==> config.mk <==
export PLATFORM = sky130hd
export DESIGN_NAME = muldiv_unit
export DESIGN_NICKNAME = d
export VERILOG_FILES = /design/src/rtl/muldiv_unit.sv
export SDC_FILE = /design/constraint.sdc
export NUM_CORES = 1
export LEC_CHECK = 0
export BUFFER_PORTS_ARGS = -buffer_cell sky130_fd_sc_hd__buf_4
export CAP_MARGIN = 20
export CORE_MARGIN = 5
export CORE_UTILIZATION = 42
export CTS_CLUSTER_DIAMETER = 30
export DETAILED_ROUTE_END_ITERATION = 6
export SKIP_LAST_GASP = 1
export SLEW_MARGIN = 40
export SYNTH_ARGS = -nofsm -noshare
export SYNTH_HDL_FRONTEND = slang
export SYNTH_SLANG_ARGS = --single-unit
==> constraint.sdc <==
create_clock -name clk -period 11.4 [get_ports clk]
set_clock_uncertainty 0.1 [all_clocks]
set_input_delay 0.57 -clock clk [delete_from_list [all_inputs] [get_ports clk]]
set_output_delay 0.57 -clock clk [all_outputs]
set_load 0.02 [all_outputs]
==> src/rtl/muldiv_unit.sv <==
// ---------------------------------------------------------------------------
// muldiv_unit
//
// Multi-cycle RV32M multiply/divide unit for the execute stage. An accepted
// request occupies the unit for a fixed 32 iterations and the result is
// presented together with a one-cycle done pulse.
//
// Ports:
//   clk        in   1      system clock, all state on posedge
//   reset      in   1      synchronous, active-high reset
//   start      in   1      request, sampled only in IDLE or DONE
//   funct3     in   3      RV32M op select (MUL..REMU)
//   operand_a  in   XLEN   rs1 value
//   operand_b  in   XLEN   rs2 value
//   rd_in      in   5      destination register index
//   busy       out  1      operation in flight, pipeline must hold
//   done       out  1      one-cycle pulse, result/rd_out valid
//   result     out  XLEN   operation result (held until next completion)
//   rd_out     out  5      destination index latched at accept
//
// Build option:
//   MULDIV_DIVIDER_EN  when defined, DIV/DIVU/REM/REMU are implemented.
//                      When undefined, those ops finish after a single busy
//                      cycle and return 0; multiplies are unaffected.
// ---------------------------------------------------------------------------
module muldiv_unit #(
  parameter int XLEN  = 32,
  parameter int ITERS = 32
) (
  input  logic            clk,
  input  logic            reset,
  input  logic            start,
  input  logic [2:0]      funct3,
  input  logic [XLEN-1:0] operand_a,
  input  logic [XLEN-1:0] operand_b,
  input  logic [4:0]      rd_in,
  output logic            busy,
  output logic            done,
  output logic [XLEN-1:0] result,
  output logic [4:0]      rd_out
);

  localparam int CW = $clog2(ITERS);
  localparam logic [CW-1:0] CNT_LAST = CW'(ITERS - 1);

  typedef enum logic [1:0] {
    ST_IDLE = 2'd0,
    ST_CALC = 2'd1,
    ST_DONE = 2'd2
  } state_t;

  state_t          state_q, state_d;
  logic [CW-1:0]   cnt_q, cnt_d;
  logic [2:0]      op_q;
  logic [4:0]      rd_q;
  logic [XLEN-1:0] acc_q;     // product high half / partial remainder
  logic [XLEN-1:0] lo_q;      // multiplier -> product low half / dividend -> quotient
  logic [XLEN-1:0] b_q;       // multiplicand / divisor magnitude
  logic            neg_q;     // negate final magnitude
  logic [XLEN-1:0] result_q;

  logic            accept;
  logic            finish;

  // ------------------------------------------------------------------------
  // Operand conditioning at accept
  // ------------------------------------------------------------------------
  logic            a_signed, b_signed;
  logic            sign_a, sign_b;
  logic [XLEN-1:0] abs_a, abs_b;
  logic            neg_flag;

  always_comb begin
    a_signed = (funct3 == 3'b001) || (funct3 == 3'b010) ||
               (funct3 == 3'b100) || (funct3 == 3'b110);
    b_signed = (funct3 == 3'b001) || (funct3 == 3'b100) || (funct3 == 3'b110);
    sign_a   = a_signed && operand_a[XLEN-1];
    sign_b   = b_signed && operand_b[XLEN-1];
    abs_a    = sign_a ? (~operand_a + 1'b1) : operand_a;
    abs_b    = sign_b ? (~operand_b + 1'b1) : operand_b;
    // Remainder takes the dividend's sign; everything else the XOR.
    neg_flag = (funct3[2] && funct3[1]) ? sign_a : (sign_a ^ sign_b);
  end

  // ------------------------------------------------------------------------
  // One multiply iteration: conditional add into the high half, then shift
  // the 65-bit {carry, acc, lo} right by one.
  // ------------------------------------------------------------------------
  logic [XLEN:0]   mul_sum;
  logic [XLEN-1:0] mul_acc_n, mul_lo_n;

  always_comb begin
    mul_sum   = {1'b0, acc_q} + (lo_q[0] ? {1'b0, b_q} : '0);
    mul_acc_n = mul_sum[XLEN:1];
    mul_lo_n  = {mul_sum[0], lo_q[XLEN-1:1]};
  end

  logic [XLEN-1:0] step_acc, step_lo;
  logic [2*XLEN-1:0] prod, prod_s;
  logic [XLEN-1:0] mul_res;
  logic [XLEN-1:0] final_res;

`ifdef MULDIV_DIVIDER_EN
  // Special-case flags are captured at accept so the raw operands need not
  // be held beyond the dividend.
  logic [XLEN-1:0] a_raw_q;
  logic            div0_q;
  logic            ovf_q;

  // One restoring-divide iteration on a 33-bit working remainder.
  logic [XLEN:0]   rem_sh;
  logic            rem_ge;
  logic [XLEN-1:0] rem_sub;
  logic [XLEN-1:0] div_acc_n, div_lo_n;
  logic [XLEN-1:0] quo_s, rem_s, div_res;

  always_comb begin
    rem_sh    = {acc_q, lo_q[XLEN-1]};
    rem_ge    = (rem_sh >= {1'b0, b_q});
    // When rem_ge holds the difference is below 2^XLEN, so the truncated
    // subtraction is exact.
    rem_sub   = rem_sh[XLEN-1:0] - b_q;
    div_acc_n = rem_ge ? rem_sub : rem_sh[XLEN-1:0];
    div_lo_n  = {lo_q[XLEN-2:0], rem_ge};
  end

  always_comb begin
    step_acc = op_q[2] ? div_acc_n : mul_acc_n;
    step_lo  = op_q[2] ? div_lo_n  : mul_lo_n;
  end

  always_comb begin
    quo_s = neg_q ? (~step_lo + 1'b1) : step_lo;
    rem_s = neg_q ? (~step_acc + 1'b1) : step_acc;
    if (div0_q) begin
      div_res = op_q[1] ? a_raw_q : '1;
    end else if (ovf_q) begin
      div_res = op_q[1] ? '0 : a_raw_q;
    end else begin
      div_res = op_q[1] ? rem_s : quo_s;
    end
  end
`else
  always_comb begin
    step_acc = mul_acc_n;
    step_lo  = mul_lo_n;
  end
`endif

  always_comb begin
    prod    = {step_acc, step_lo};
    prod_s  = neg_q ? (~prod + 1'b1) : prod;
    mul_res = (op_q[1:0] == 2'b00) ? prod_s[XLEN-1:0] : prod_s[2*XLEN-1:XLEN];
`ifdef MULDIV_DIVIDER_EN
    final_res = op_q[2] ? div_res : mul_res;
`else
    final_res = op_q[2] ? '0 : mul_res;
`endif
  end

  // ------------------------------------------------------------------------
  // Control FSM
  // ------------------------------------------------------------------------
  always_comb begin
    state_d = state_q;
    cnt_d   = cnt_q;
    accept  = 1'b0;
    finish  = 1'b0;
    case (state_q)
      ST_IDLE: begin
        if (start) begin
          accept  = 1'b1;
          state_d = ST_CALC;
          cnt_d   = '0;
        end
      end
      ST_CALC: begin
        cnt_d = cnt_q + 1'b1;
`ifdef MULDIV_DIVIDER_EN
        if (cnt_q == CNT_LAST) begin
`else
        // Without a divider, divide ops retire after a single busy cycle.
        if ((cnt_q == CNT_LAST) || op_q[2]) begin
`endif
          finish  = 1'b1;
          state_d = ST_DONE;
        end
      end
      ST_DONE: begin
        if (start) begin
          accept  = 1'b1;
          state_d = ST_CALC;
          cnt_d   = '0;
        end else begin
          state_d = ST_IDLE;
        end
      end
      default: state_d = ST_IDLE;
    endcase
  end

  always_ff @(posedge clk) begin
    if (reset) begin
      state_q  <= ST_IDLE;
      cnt_q    <= '0;
      op_q     <= '0;
      rd_q     <= '0;
      acc_q    <= '0;
      lo_q     <= '0;
      b_q      <= '0;
      neg_q    <= 1'b0;
      result_q <= '0;
`ifdef MULDIV_DIVIDER_EN
      a_raw_q  <= '0;
      div0_q   <= 1'b0;
      ovf_q    <= 1'b0;
`endif
    end else begin
      state_q <= state_d;
      cnt_q   <= cnt_d;
      if (accept) begin
        op_q  <= funct3;
        rd_q  <= rd_in;
        acc_q <= '0;
        lo_q  <= abs_a;
        b_q   <= abs_b;
        neg_q <= neg_flag;
`ifdef MULDIV_DIVIDER_EN
        a_raw_q <= operand_a;
        div0_q  <= (operand_b == '0);
        // Signed overflow only matters for DIV/REM (funct3 1x0).
        ovf_q   <= (funct3[2] && !funct3[0]) &&
                   (operand_a == {1'b1, {(XLEN-1){1'b0}}}) && (operand_b == '1);
`endif
      end else if (state_q == ST_CALC) begin
        acc_q <= step_acc;
        lo_q  <= step_lo;
      end
      if (finish) begin
        result_q <= final_res;
      end
    end
  end

  assign busy   = (state_q == ST_CALC);
  assign done   = (state_q == ST_DONE);
  assign result = result_q;
  assign rd_out = rd_q;

endmodule

Yosys cells after proc, flatten, opt, wreduce, memory -nomap -nowiden
Index checks and enable logic that the tools add are counted.
{"block": "word_totals", "wordCells": 64, "register_bits": 144, "out_inout_bits": 39}
{"block": "classes", "muxes": 19, "n_addsub": 5, "n_reduce_logical": 17, "bitwise_logic": 4, "n_eq_ne": 10}
{"cell": "$mux 32", "count": 7}
{"cell": "$add 32x1->32 const B", "count": 2}
{"cell": "$add 64x1->64 const B", "count": 1}
{"cell": "$mux 64", "count": 1}
{"cell": "$not 32->32", "count": 2}
{"cell": "$not 64->64", "count": 1}
{"cell": "$add 32x32->33", "count": 1}
{"cell": "$pmux 5 s2", "count": 1}
{"cell": "$eq 3x3->1 const B", "count": 2}
{"cell": "$logic_or 1x1->1", "count": 6}
{"cell": "$mux 1", "count": 6}
{"cell": "$pmux 2 s3", "count": 1}
{"cell": "$add 5x1->5 const B", "count": 1}
{"cell": "$eq 5x5->1 const B", "count": 1}
{"cell": "$mux 5", "count": 1}
{"cell": "$logic_not 2->1", "count": 2}
{"cell": "$mux 2", "count": 2}
{"cell": "$ne 2x1->1 const B", "count": 2}
{"cell": "$reduce_and 2->1", "count": 2}
{"cell": "$reduce_bool 2->1", "count": 2}
{"cell": "$reduce_or 2->1", "count": 2}
{"cell": "$eq 3x1->1 const B", "count": 1}
{"cell": "$eq 3x2->1 const B", "count": 1}
{"cell": "$logic_and 1x1->1", "count": 3}
{"cell": "4 further kinds", "count": 4}

Longest topological paths before layout
{"block": "logic_depth", "word_depth": 7, "mapped_depth": 17, "ltp_nobuf": 15}

Worst setup path after synthesis
Ideal clock, no wire load.
{"block": "synth_path", "path_type": "flip-flop to flip-flop", "start": "reg lo_q[0]", "end": "reg result_q[31], in the netlist result[31]", "stages_incl_launch_ff": 18, "path_slack_ns": 6.980, "t_required_ns": 11.183, "path_buffers": 2, "t_arrival_ns": 4.203, "setup_ns": 0.117, "path_cell_list": "dfxtp_1 -> clkbuf_1 -> and2_1 -> ha_1 -> inv_1 -> fa_1 -> nand2b_1 -> or2_1 -> or4_1 -> o21a_1 -> or2_4 -> or2_0 -> buf_2 -> nor4_4 -> nand4_1 -> o211a_1 -> or4_1 -> a22o_1"}
{"block": "synth_between", "elab_chain_cells": 7}
{"element": "from (decl)", "line_no": "57", "source": "logic [XLEN-1:0] lo_q;"}
{"element": "from (signal assigned)", "line_no": "225", "source": "lo_q <= abs_a;"}
{"element": "from (signal assigned)", "line_no": "237", "source": "lo_q <= step_lo;"}
{"element": "$mux 32 (*)", "line_no": "93", "source": "mul_sum = {1'b0, acc_q} + (lo_q[0] ? {1'b0, b_q} : '0);"}
{"element": "$add 32x32->33 (*)", "line_no": "93"}
{"element": "$not 64->64", "line_no": "152", "source": "prod_s = neg_q ? (~prod + 1'b1) : prod;"}
{"element": "$add 64x1->64", "line_no": "152"}
{"element": "$mux 64 (*)", "line_no": "152"}
{"element": "$mux 32 (*)", "line_no": "153", "source": "mul_res = (op_q[1:0] == 2'b00) ? prod_s[XLEN-1:0] : prod_s[2*XLEN-1:XLEN];"}
{"element": "$mux 32 (*)", "line_no": "157", "source": "final_res = op_q[2] ? '0 : mul_res;"}
{"element": "to (signal assigned)", "line_no": "240", "source": "result_q <= final_res;"}
{"element": "to (decl)", "line_no": "60", "source": "logic [XLEN-1:0] result_q;"}
Every way passes the cells marked *; elsewhere a longest branch is shown, timed or not.
A chain may end at the register's enable or synchronous reset.

Worst setup path in the final report
Ends and elaborated chain as after synthesis.

==> impl_metrics.toml <==
[cells_and_area]
fillers = 2528
layout.area.seq_sq_um = 2890
multiInputGateArea_sq_um = 7330
drive_gt1_frac = 0.128
final_nets = 1617
antenna_cells = 0
design_area_sq_um = 12300
synthToLayoutAreaGrowth_pct = 15.3

[timing]
period_minus_slack_ns = 4.98
slew_headroom = 0.499
slew_viol_final = 0
period_share = 0.437
setup_violations = 0
max_freq_ghz = 0.201
hold_violations = 0
setup_tns_ns = 0
tightest_slew_ns = 0.752
rsz0062_at_grt = "no"

[logic_synthesis]
netlist_area_sq_um = 10600
synthDistinctLibCells = 80
yosys.area.top_type = "dfxtp_1"
synthDominantCellAreaShare = 0.271
synthSimpleGateAreaFrac = 0.266
synth_cells = 1457
synth_seq_cells = 144
yosysSeqAreaShare = 0.271
avgSynthCellArea_sq_um = 7.30
synthAdderAreaFrac = 0.0454
synth_xor_xnor_area_share = 0.100
synth-compound-area-share = 0.267
synth.area.top_cells = "dfxtp_1, nand2_1, a21oi_1"
synth_warnings = 0
muxShareOfSynthArea = 0.00788
postSynthNetCount = 1570
synth_top_family_by_area = "compound AO/OA/AOI/OAI gates"
ys.flop_type = "dfxtp_1"
synth_edf_count = 0
async_reset_ff_frac = 0

[setup_path]
cpLargestDelayFamily = "simple AND/OR/NAND/NOR gates"
crit_top_cell = "or4_1"
critPathBufInv = 1
reg2reg_slack_ns = 6.42
end_kind = "flip-flop"
critPathRequiredTime_ns = 11.63
r2r_start = "lo_q[0]$_SDFFE_PP0P_"
path_max_fanout = 33
cpMaxStageDelayCell = "dfxtp_1"
worstPathCellList = "and2_1, ha_1, inv_1, fa_1, nand2b_1, or2_1, or4_1, o21a_1, or2_4, or2_0, nor4_4, nand4_1, o211a_1, or4_1, a22o_1"
critPathKind = "flip-flop to flip-flop"
critPathLaunchType = "flip-flop"
reg2regPathDepth = 15
critPathArrivalTime_ns = 5.21
cp_slowest_stage_delay_ns = 0.77
rr_endpoint = "result[31]$_SDFFE_PP0P_"

[grt]
grt_pass1_vias = 9909
grt_pass1_wl_microns = 55200
grt_max_degree = 76
overflow = 0
antenna_found_initial = 0
grt.total_usage = 0.240

[clocking]
cts.clk_slew.worst_paths_ns = 0.07
cts_tree = "built"
htreeDepth = 4
post_cts.repair.setup_buffers = 0
hold_buffers = 0
post_cts_resized = 0
cts_made_buffers = 17
cts_num_sinks = 144
insertion_delay_ns = 0.44
cts-root-buf = "clkbuf_16"
clk_path_buf_depth = 2

[route]
drt_iter0_drc = 955
topRoutingLayerUsed = "met4"
vias_per_cell = 5.78
postRouteAntennaNets = 0
wl_met2_microns = 15200
post-route-drc-count = 0
vias = 10675
routed_wl_microns = 34900
drt-met1-wl_microns = 16900
wl_per_cell_microns = 18.9
wl_met3_microns = 1970
first_pass_iters = 7

[power]
swShare = 0.337
max-vdd-ir-drop_uv = 71.2
combPwrFrac = 0.226
seqPwrFrac = 0.379
power.density_nw_per_um2 = 123
p_int_mw = 1.00
leakage_nw = 4.61
p_switching_mw = 0.510
power_frac_clock = 0.395

[die]
start_util = 0.425
die_w_microns = 169
fp-row-count = 58
io_pins = 114
die_area_sq_um = 28600
core_area_sq_um = 25000
die_y_microns = 169

[placed_design]
io_buffers = 113
gp_congestion = 0.945
dp_hpwl_microns = 26400
dpl_cell_area_sq_um = 11600

[worst_hold_path]
holdPathEnd = "rd_out[2]$_SDFFE_PP0P_"
hold_class = "input port to flip-flop"
hold_start = "rd_in[2]"
hold_depth = 3

[job]
cap_violations = 0

[status]
run_status = "finished clean"
cell type report:
type | count | area share
Sequential cell | 144 | 0.235
Clock buffer | 18 | 0.0358
Timing Repair Buffer | 124 | 0.0762
Tap cell | 330 | 0.0337
Clock inverter | 14 | 0.0142
Inverter | 21 | 0.00643
Multi-Input combinational cell | 1196 | 0.598
layout by cell type, fill, tap and decap left out, types with 7 or more instances in the layout:
| master | Yosys | routed |
|---|---|---|
| nor3_1 | 25 | 24 |
| or4_1 | 14 | 14 |
| ha_1 | 37 | 37 |
| nor2_1 | 155 | 153 |
| o21ai_1 | 21 | 21 |
| inv_1 | 20 | 19 |
| o31ai_1 | 29 | 29 |
| buf_4 | 0 | 123 |
| o21ai_0 | 70 | 69 |
| and3_1 | 10 | 10 |
| and2_1 | 41 | 40 |
| nor4_1 | 8 | 8 |
| a31oi_1 | 7 | 7 |
| xor2_1 | 59 | 59 |
| nand2b_1 | 15 | 12 |
| nand4_1 | 8 | 8 |
| dfxtp_1 | 144 | 143 |
| a22oi_1 | 9 | 9 |
| nor2b_1 | 8 | 7 |
| o211ai_1 | 20 | 20 |
| nand2_1 | 244 | 244 |
| a21oi_1 | 119 | 119 |
| or3_1 | 19 | 19 |
| xnor2_1 | 63 | 63 |
| o41ai_1 | 13 | 13 |
| nand3_1 | 13 | 13 |
| clkbuf_16 | 0 | 17 |
| a211oi_1 | 44 | 44 |
| a311oi_1 | 35 | 35 |
| o21a_1 | 9 | 9 |
cell families (layout without fill, tap and decap cells):
kind of cell             after synthesis  in the layout
adder cells (fa/ha/maj)               38             38
XOR/XNOR                             122            122
AO/OA/AOI/OAI                        430            430
multiplexers                           8              8
buffers and inverters                117            177
AND/OR/NAND/NOR                      598            598
flip-flops                           144            144
state kept, by name, summed over array words and instances (netlist names):
signal and flops:
acc_q 32, b_q 32, cnt_q 5, lo_q 32
neg_q 1, op_q 3, rd_out 5, result 32
state_q 2
worst reg2reg max path: cells and delay by family, from the launching register on:
family,cells,cell delay [ns]
adder cells (fa/ha/maj),2,0.74
flip-flops,1,0.77
AO/OA/AOI/OAI,3,0.67
AND/OR/NAND/NOR,9,2.55
buffers and inverters,1,0.07
power by group through the flow:
stage / sequential [mW] / clock [mW] / combinational [mW]
6_report: 0.572 / 0.597 / 0.342
3_3_place_gp: 0.581 / 0 / 0.336
2_1_floorplan: 0.564 / 0 / 0.243
5_1_grt: 0.577 / 0.627 / 0.375
3_5_place_dp: 0.582 / 0 / 0.338
4_1_cts: 0.571 / 0.606 / 0.339
worst max-delay path by stage:
stage | startpoint | endpoint | cells past startpoint
after floorplan | lo_q[0]$_SDFFE_PP0P_ | result[31]$_SDFFE_PP0P_ | 17
after global placement | lo_q[0]$_SDFFE_PP0P_ | result[30]$_SDFFE_PP0P_ | 15
after detailed placement | lo_q[0]$_SDFFE_PP0P_ | result[31]$_SDFFE_PP0P_ | 15
after CTS | lo_q[0]$_SDFFE_PP0P_ | result[31]$_SDFFE_PP0P_ | 15
after global routing | lo_q[0]$_SDFFE_PP0P_ | result[31]$_SDFFE_PP0P_ | 15
final | lo_q[0]$_SDFFE_PP0P_ | result[31]$_SDFFE_PP0P_ | 15
routing by layer:
| layer | up-vias | GRT usage |
|---|---|---|
| met1 | 4972 | 0.356 |
| met5 | - | 0 |
| met2 | 313 | 0.365 |
| li1 | 5347 | - |
| met4 | 0 | 0.0644 |
| met3 | 43 | 0.0313 |
metrics by stage:
stage / util / cells / worst slack, ns / power, mW / hold WS, ns
floorplan: - / 1457 / 6.98 / 0.807 / 0.332
global placement: 0.465 / 1815 / 6.53 / 0.917 / 0.332
detailed placement: 0.465 / 1815 / 6.41 / 0.920 / 0.342
CTS: 0.490 / 1847 / 6.41 / 1.52 / 0.270
global route: 0.490 / 1847 / 6.02 / 1.58 / 0.275
finish: 0.490 / 1847 / 6.42 / 1.51 / 0.271
Yosys cell counts, types with 20 or more instances:
cell type / count
dfxtp_1: 144
o31ai_1: 29
o21ai_0: 70
a211oi_1: 44
ha_1: 37
nand2_1: 244
xnor2_1: 63
nor2_1: 155
and2_1: 41
o21ai_1: 21
clkbuf_1: 84
nor3_1: 25
inv_1: 20
a311oi_1: 35
a21oi_1: 119
o211ai_1: 20
xor2_1: 59
Power figures use the tool's default switching activity.
